==> src/rtl/adder_pkg.sv <==
`default_nettype none
// ============================================================================
// Module  : adder_pkg
// Purpose : Shared types and sizing helpers for the sequential chunk adder.
//           state_t    - controller states (IDLE, BUSY, DONE)
//           n_chunks() - number of CHUNK-bit slices in a WIDTH-bit operand
//           idx_width()- bits needed for the chunk index (at least 1)
// Revision: 1.0 - initial release
// ============================================================================
package adder_pkg;

    typedef enum logic [1:0] {
        IDLE = 2'd0,
        BUSY = 2'd1,
        DONE = 2'd2
    } state_t;

    function automatic int n_chunks(input int width, input int chunk);
        return width / chunk;
    endfunction

    // A single-chunk configuration still needs a 1-bit index register.
    function automatic int idx_width(input int nchunk);
        if (nchunk <= 1) begin
            return 1;
        end
        return $clog2(nchunk);
    endfunction

endpackage
`default_nettype wire

==> src/rtl/chunk_adder.sv <==
`default_nettype none
// ============================================================================
// Module  : chunk_adder
// Purpose : Purely combinational N-bit ripple-carry adder.
// Ports   : a, b  [N]  addends
//           c_in  [1]  carry into bit 0
//           sum   [N]  a + b + c_in (low N bits)
//           c_out [1]  carry out of bit N-1
// Revision: 1.0 - initial release
// ============================================================================
module chunk_adder #(
    parameter int N = 8
) (
    input  logic [N-1:0] a,
    input  logic [N-1:0] b,
    input  logic         c_in,
    output logic [N-1:0] sum,
    output logic         c_out
);

    logic [N:0] w_carry;

    assign w_carry[0] = c_in;

    for (genvar i = 0; i < N; i++) begin : g_bit
        assign sum[i]       = a[i] ^ b[i] ^ w_carry[i];
        assign w_carry[i+1] = (a[i] & b[i]) | (w_carry[i] & (a[i] ^ b[i]));
    end

    assign c_out = w_carry[N];

endmodule
`default_nettype wire

==> src/rtl/seq_chunk_adder.sv <==
`default_nettype none
// ============================================================================
// Module  : seq_chunk_adder
// Purpose : Multi-cycle adder/subtractor computing
//           a + (b ^ {WIDTH{invert_b}}) + c_in one CHUNK-bit slice per clock,
//           with signed-overflow reporting.
// Ports   : clk, reset          clock, synchronous active-high reset
//           in_valid/in_ready   operand handshake (ready only in IDLE)
//           a, b, invert_b,c_in operands
//           out_valid/out_ready result handshake (valid only in DONE)
//           sum, c_out, overflow result, held stable while out_valid
// Revision: 1.0 - initial release
// ============================================================================
module seq_chunk_adder
    import adder_pkg::*;
#(
    parameter int WIDTH = 32,
    parameter int CHUNK = 8
) (
    input  logic             clk,
    input  logic             reset,
    input  logic             in_valid,
    output logic             in_ready,
    input  logic [WIDTH-1:0] a,
    input  logic [WIDTH-1:0] b,
    input  logic             invert_b,
    input  logic             c_in,
    output logic             out_valid,
    input  logic             out_ready,
    output logic [WIDTH-1:0] sum,
    output logic             c_out,
    output logic             overflow
);

    localparam int c_nchunk = n_chunks(WIDTH, CHUNK);
    localparam int c_idx_w  = idx_width(c_nchunk);
    localparam logic [c_idx_w-1:0] c_last_idx = c_idx_w'(c_nchunk - 1);

    if ((WIDTH % CHUNK) != 0) begin : g_bad_chunk
        $error("seq_chunk_adder: CHUNK must divide WIDTH");
    end

    state_t             r_state;
    logic [WIDTH-1:0]   r_a;
    logic [WIDTH-1:0]   r_b;        // B already conditionally inverted
    logic               r_carry;
    logic [c_idx_w-1:0] r_idx;
    logic [WIDTH-1:0]   r_sum;
    logic               r_c_out;
    logic               r_overflow;

    int                 w_base;
    logic [CHUNK-1:0]   w_a_chunk;
    logic [CHUNK-1:0]   w_b_chunk;
    logic [CHUNK-1:0]   w_chunk_sum;
    logic               w_chunk_carry;

    always_comb begin
        w_base    = int'(r_idx) * CHUNK;
        w_a_chunk = r_a[w_base +: CHUNK];
        w_b_chunk = r_b[w_base +: CHUNK];
    end

    chunk_adder #(
        .N (CHUNK)
    ) u_chunk_adder (
        .a     (w_a_chunk),
        .b     (w_b_chunk),
        .c_in  (r_carry),
        .sum   (w_chunk_sum),
        .c_out (w_chunk_carry)
    );

    always_ff @(posedge clk) begin
        if (reset) begin
            r_state    <= IDLE;
            r_a        <= '0;
            r_b        <= '0;
            r_carry    <= 1'b0;
            r_idx      <= '0;
            r_sum      <= '0;
            r_c_out    <= 1'b0;
            r_overflow <= 1'b0;
        end else begin
            case (r_state)
                IDLE: begin
                    if (in_valid) begin
                        r_a     <= a;
                        r_b     <= b ^ {WIDTH{invert_b}};
                        r_carry <= c_in;
                        r_idx   <= '0;
                        r_state <= BUSY;
                    end
                end
                BUSY: begin
                    r_sum[w_base +: CHUNK] <= w_chunk_sum;
                    r_carry                <= w_chunk_carry;
                    if (r_idx == c_last_idx) begin
                        r_c_out <= w_chunk_carry;
                        // Same-sign operands producing an opposite-sign result.
                        r_overflow <= (r_a[WIDTH-1] == r_b[WIDTH-1]) &&
                                      (w_chunk_sum[CHUNK-1] != r_a[WIDTH-1]);
                        r_idx   <= '0;
                        r_state <= DONE;
                    end else begin
                        r_idx <= r_idx + 1'b1;
                    end
                end
                DONE: begin
                    if (out_ready) begin
                        r_state <= IDLE;
                    end
                end
                default: begin
                    r_state <= IDLE;
                end
            endcase
        end
    end

    // Handshake outputs decode the state register only.
    assign in_ready  = (r_state == IDLE);
    assign out_valid = (r_state == DONE);
    assign sum       = r_sum;
    assign c_out     = r_c_out;
    assign overflow  = r_overflow;

endmodule
`default_nettype wire

==> config.mk <==
export PLATFORM = sky130hd
export DESIGN_NAME = seq_chunk_adder
export DESIGN_NICKNAME = d
export VERILOG_FILES = /design/src/rtl/adder_pkg.sv /design/src/rtl/chunk_adder.sv /design/src/rtl/seq_chunk_adder.sv
export SDC_FILE = /design/constraint.sdc
export NUM_CORES = 1
export LEC_CHECK = 0
export BUFFER_PORTS_ARGS = -buffer_cell sky130_fd_sc_hd__buf_2
export CAP_MARGIN = 10
export CORE_UTILIZATION = 40
export CTS_CLUSTER_SIZE = 25
export DETAILED_ROUTE_END_ITERATION = 8
export GPL_TIMING_DRIVEN = 1
export SYNTH_ARGS = -nofsm -noshare
export SYNTH_HDL_FRONTEND = slang
export SYNTH_SLANG_ARGS = --single-unit
==> constraint.sdc <==
create_clock -name clk -period 5.6 [get_ports clk]
set_input_delay 0.56 -clock clk [delete_from_list [all_inputs] [get_ports clk]]
set_output_delay 0.56 -clock clk [all_outputs]
set_load 0.01 [all_outputs]
==> results.sh, run 1 <==
export IMPL_route_detailed_drc=0
export IMPL_p_leak_nw=2.14
export IMPL_grt_usage=0.186
export IMPL_cts_buffer_depth=2
export IMPL_yosys_top_cells_area="dfxtp_1 45%, mux4_2 7.8%, xnor2_1 6.1%"
export IMPL_tightest_slew_ps=975
export IMPL_drv_slew=0
export IMPL_seq_area_um2=2060
export IMPL_met1_usage=0.248
export IMPL_std_cell_rows=38
export IMPL_fin_skew_ps=8.11
export IMPL_fillers=1084
export IMPL_synthToLayoutAreaGrowth_pct=18.4
export IMPL_placed_cell_area_um2=5180
export IMPL_drtAntennaViolNets=0
export IMPL_hold_slack_ps=447
export IMPL_dpl_hpwl_mm=7.72
export IMPL_worstPathMaxFanout=8
export IMPL_yosys_area_top_type="dfxtp_1"
export IMPL_synth_ff_type="dfxtp_1"
export IMPL_routed_via_count=3648
export IMPL_grt_start_max_net_pins=97
export IMPL_setup_violations=0
export IMPL_die_area_um2=12000
export IMPL_fin_crit_sh=0.824
export IMPL_async_reset_ff_frac=0
export IMPL_drive_above_1_share=0.257
export IMPL_yosysSeqAreaShare=0.447
export IMPL_worstSetupPathType="flip-flop to flip-flop"
export IMPL_cts_made_buffers=9
export IMPL_total_power_mw=1.65
export IMPL_clk_latency_ps=350
export IMPL_grtUsageMet2=0.302
export IMPL_syn_inst=481
export IMPL_avgViaCountPerCell=5.15
export IMPL_cp_start_kind="flip-flop"
export IMPL_rsz0062_at_grt="false"
export IMPL_tns_ps=0
export IMPL_worst_hold_path_num_cells=3
export IMPL_ys_warn_count=0
export IMPL_ys_types=37
export IMPL_gp_congestion=0.795
export IMPL_ys_top_cells_by_count="103 x dfxtp_1, 73 x nand2_1, 48 x a21oi_1"
export IMPL_post_cts_setup_buffers=0
export IMPL_globalRouteMet3Util=0.0421
export IMPL_cts_hold_repair_buffers=0
export IMPL_firstDrtPassIters=5
export IMPL_cts_root_buffer="clkbuf_16"
export IMPL_ys_ff_latch=103
export IMPL_netlist_area_um2=4620
export IMPL_cp_end_kind="flip-flop"
export IMPL_antenna_cells=0
export IMPL_hold_class="input pin to flip-flop"
export IMPL_synth_edf_count=0
export IMPL_power_density_nw_per_um2=302
export IMPL_cts_tree="done"
export IMPL_io_buffer_count=105
export IMPL_avgRoutedWirePerCell_um=15.0
export IMPL_slew_headroom=0.350
export IMPL_setup_slack_ps=986
export IMPL_ioPinCount=106
export IMPL_max_freq_mhz=217
export IMPL_die_w_um=109
export IMPL_htreeDepth=3
export IMPL_core_um2=11000
export IMPL_syn_avg_cell_area_um2=9.60
export IMPL_wl_mm=10.6
export IMPL_yosys_area_top_type_share=0.447
export IMPL_drt_iter0_drc=182
export IMPL_fin_cells=708
export IMPL_dp_cells=693
export IMPL_clkSinkCount=103
export IMPL_die_h_um=109
export IMPL_rr_worst_depth=15
export IMPL_finalCoreUtilization=0.495
export IMPL_antenna_found_initial=0
export IMPL_worstPathArrival_ps=4870
export IMPL_clk_pin_slew_ps=70
export IMPL_synth_most_common_cell="dfxtp_1"
export IMPL_start_util=0.419
export IMPL_hold_violations=0
export IMPL_multi_input_area_um2=2280
export IMPL_grt_busiest_layer="met2"
export IMPL_globalRoute_totalOverflow=0
export IMPL_worst_endpoint_required_ps=5850
export IMPL_status="complete, no violations"
export IMPL_design_area_um2=5470
export IMPL_ir_worst_vdd_v=0.000118
export IMPL_syn_nets=565
export IMPL_maxCapViolCount=0
export IMPL_layout_nets=648
export IMPL_post_route_min_period_ps=4610
export IMPL_grt_pass1_vias=3390
export IMPL_place_ws_ps=976
export IMPL_grt_first_pass_wirelength_mm=16.9
export IMPL_post_cts_resized=0
==> layer usage <==
metal / vias up / share of wire
met3: 13 / 0.052
met5: - / 0
met2: 92 / 0.46
met4: 0 / 0.015
li1: 1840 / -
met1: 1703 / 0.47
==> critical path, cell delays in order, from the launching register on <==
cell      delay, ps
dfxtp_1         430
buf_4           250
mux4_2          240
inv_1            50
fa_1            410
fa_1            390
fa_1            390
fa_1            390
fa_1            400
fa_1            430
inv_1            90
fa_1            200
fa_1            470
inv_1           110
nand3_1          80
a211oi_1        190
==> sequential cells by signal, summed over array words and instances (netlist names) <==
| signal | flops |
|---|---|
| r_b | 32 |
| r_carry | 1 |
| sum | 32 |
| c_out | 1 |
| r_a | 32 |
| overflow | 1 |
| r_idx | 2 |
| r_state | 2 |
==> cell families after synthesis <==
group	synth area share
adders and majority gates	0.0509
AOI/OAI and AO/OA	0.160
buffers and inverters	0.0604
and+or+nand+nor	0.143
muxes	0.0780
DFF	0.447
xor gates and xnor gates	0.0607
==> final timing paths <==
path | from | to | slack (ps)
max | r_idx[0] | overflow | 990
min | a[12] | r_a[12] | 450
max reg2reg | r_idx[0] | overflow | 990
min reg2reg | sum[11] | sum[11] | 450
==> area by class of cell <==
cell class	instances	area share
Inverter	27	0.0185
Multi-Input combinational cell	313	0.418
Sequential cell	103	0.377
Timing Repair Buffer	110	0.103
Clock buffer	10	0.0437
Tap cell	140	0.0321
Clock inverter	5	0.00778
==> report_power, final <==
part           switching (mW)  internal [mW]
clock                   0.281          0.316
sequential             0.0277          0.773
combinational           0.138          0.113
==> placed cells by master (no fill, tap or decap), types with 3 or more instances in the layout <==
master,Yosys,routed
a211oi_1,33,33
a21oi_1,48,48
a22o_1,4,4
buf_2,22,105
buf_4,2,5
clkbuf_16,0,9
dfxtp_1,103,103
fa_1,8,8
ha_1,6,6
inv_1,27,27
mux4_2,16,16
nand2_1,73,73
nand4b_1,8,8
nor2_1,38,38
nor2b_1,3,3
o2bb2ai_1,12,12
o32ai_1,8,8
xnor2_1,32,32
No activity file was read; power rests on OpenSTA's default activity.
==> inputs of run 2 (changes only) <==
==> constraint.sdc (replaced) <==
create_clock -name clk -period 4.35 [get_ports clk]
set_input_delay 0.435 -clock clk [delete_from_list [all_inputs] [get_ports clk]]
set_output_delay 0.435 -clock clk [all_outputs]
set_load 0.01 [all_outputs]
==> run 2 against run 1 <==
Net effect:
- critical path depth shrank 1
- clock skew grew 2.1 ps
- via count is essentially flat
- sequential share of layout area shrank 0.42 points
- clock power grew 33%
- core utilization grew 0.65 points
- first-iteration DRC count grew 6.0%
- combinational power grew 35%
- maximum frequency grew 10%
- design area grew 1.3%
- critical path type unchanged
- largest cell class unchanged
==> results.sh, run 2 (same netlist as run 1, synthesis figures left out) <==
export IMPL_status="complete, no violations"
export IMPL_grt_first_pass_wirelength_mm=17.0
export IMPL_combPwrFrac=0.157
export IMPL_cts_made_buffers=9
export IMPL_placed_cell_area_um2=5200
export IMPL_die_w_um=109
export IMPL_fin_crit_sh=0.961
export IMPL_drtAntennaViolNets=0
export IMPL_die_area_um2=12000
export IMPL_core_um2=11000
export IMPL_cp_start_kind="flip-flop"
export IMPL_cts_tree="done"
export IMPL_synthToLayoutAreaGrowth_pct=19.9
export IMPL_rr_worst_depth=14
export IMPL_grt_start_max_net_pins=97
export IMPL_cts_root_buffer="clkbuf_16"
export IMPL_r2r_end="overflow"
export IMPL_tightest_slew_ps=1040
export IMPL_p_seq_frac=0.475
export IMPL_p_sw_frac=0.280
export IMPL_power_internal_mw=1.56
export IMPL_gp_congestion=0.746
export IMPL_post_route_min_period_ps=4180
export IMPL_grt_pass1_vias=3444
export IMPL_antenna_cells=0
export IMPL_p_leak_nw=2.16
export IMPL_cp_end_kind="flip-flop"
export IMPL_max_stage_delay_ps=460
export IMPL_grt_usage=0.187
export IMPL_worstPathMaxFanout=4
export IMPL_max_freq_mhz=239
export IMPL_slowest_stage="fa_2"
export IMPL_clkSinkCount=103
export IMPL_design_area_um2=5540
export IMPL_slew_headroom=0.309
export IMPL_holdPathEnd="r_a[27]"
export IMPL_critPathTopFamily="adder cells"
export IMPL_antenna_found_initial=0
export IMPL_power_density_nw_per_um2=391
export IMPL_rrSetupSlack_ps=170
export IMPL_tns_ps=0
export IMPL_total_power_mw=2.16
export IMPL_worst_path_buf_inv=3
export IMPL_worstHoldStart="a[27]"
export IMPL_clk_pin_slew_ps=80
export IMPL_cts_buffer_depth=2
export IMPL_route_detailed_drc=0
export IMPL_reg2reg_from="r_idx[0]"
export IMPL_fin_skew_ps=10.2
export IMPL_clk_latency_ps=350
export IMPL_wl_mm=10.7
export IMPL_avgViaCountPerCell=5.13
export IMPL_power_switching_uw=606
export IMPL_crit_top_cell="fa_2"
export IMPL_maxCapViolCount=0
export IMPL_setup_violations=0
export IMPL_drv_slew=0
export IMPL_drive_above_1_share=0.280
export IMPL_worstPathCellList="mux4_2, inv_1, fa_1, fa_2, fa_2, fa_2, fa_2, fa_2, inv_2, fa_2, fa_2, inv_1, nand3_1, a211oi_2"
export IMPL_io_buffer_count=105
export IMPL_worst_endpoint_required_ps=4610
export IMPL_avgRoutedWirePerCell_um=15.0
export IMPL_rsz0062_at_grt="false"
export IMPL_layout_nets=651
export IMPL_drt_iter0_drc=193
export IMPL_routed_via_count=3651
export IMPL_firstDrtPassIters=4
export IMPL_htreeDepth=3
export IMPL_final_cell_mix="105 x buf_2, 102 x dfxtp_1, 73 x nand2_1"
export IMPL_dpl_hpwl_mm=7.73
export IMPL_globalRoute_totalOverflow=0
export IMPL_worst_hold_path_num_cells=3
export IMPL_worstSetupPathType="flip-flop to flip-flop"
export IMPL_ioPinCount=106
export IMPL_worstPathArrival_ps=4440
export IMPL_start_util=0.419
export IMPL_ir_worst_vdd_v=0.000199
export IMPL_p_clk_frac=0.368
export IMPL_final_common_cell="buf_2"
export IMPL_std_cell_rows=38
export IMPL_die_h_um=109
export IMPL_hold_class="input pin to flip-flop"
export IMPL_hold_violations=0
run 2: stage by stage:
stage,cells,utilization,worst slack (ps),hold WS (ps)
2_1_floorplan,481,-,43.6,433
3_3_place_gp,695,0.472,52.3,436
3_5_place_dp,695,0.472,-11.5,441
4_1_cts,711,0.499,2.93,304
5_1_grt,712,0.502,42.7,313
6_report,712,0.502,170,317
run 2: how the worst max path moves through the flow:
stage | startpoint | endpoint | slack, ps | cells after the start
after floorplan | r_idx[0] | overflow | 40 | 15
after global placement | r_idx[0] | overflow | 50 | 14
after detailed placement | r_idx[0] | overflow | -10 | 14
after CTS | r_idx[0] | overflow | 3 | 14
after global routing | r_idx[0] | overflow | 40 | 14
final | r_idx[0] | overflow | 170 | 14
run 2: what timing repair did:
| action | CTS | global route |
|---|---|---|
| pin swaps | 0 | 2 |
| resized for setup | 2 | 8 |
| buffers inserted | 0 | 1 |
| hold buffers | 0 | 0 |
| endpoints found under the setup margin | 1 | 5 |
run 2: power by group through the flow:
stage	logic (mW)	clock network [mW]	registers, mW
finish	0.339	0.797	1.03
global route	0.377	0.852	1.03
CTS	0.337	0.819	1.03
detailed placement	0.335	0	1.05
global placement	0.331	0	1.05
floorplan	0.232	0	1.04
run 2: metal layers:
metal / vias to the layer above / routed length (um) / GRT usage
li1: 1843 / - / -
met4: 0 / 120 / 0.0619
met3: 8 / 424 / 0.0368
met2: 102 / 5170 / 0.310
met1: 1698 / 4940 / 0.244
met5: - / 0 / 0
run 2: worst reg2reg max path, delay by kind of cell (launching register included):
kind,cells,cell delay [ps]
flops,1,370
fa+ha+maj,8,2880
buf+inv,3,210
simple gates,1,100
mux,1,320
compound gates,1,220
run 2: area by class of cell:
| type | instances | area (um^2) |
|---|---|---|
| Inverter | 27 | 101 |
| Clock inverter | 7 | 78.8 |
| Timing Repair Buffer | 113 | 586 |
| Sequential cell | 103 | 2070 |
| Clock buffer | 9 | 225 |
| Multi-Input combinational cell | 313 | 2300 |
| Tap cell | 140 | 175 |
| Fill cell | 1089 | 5490 |
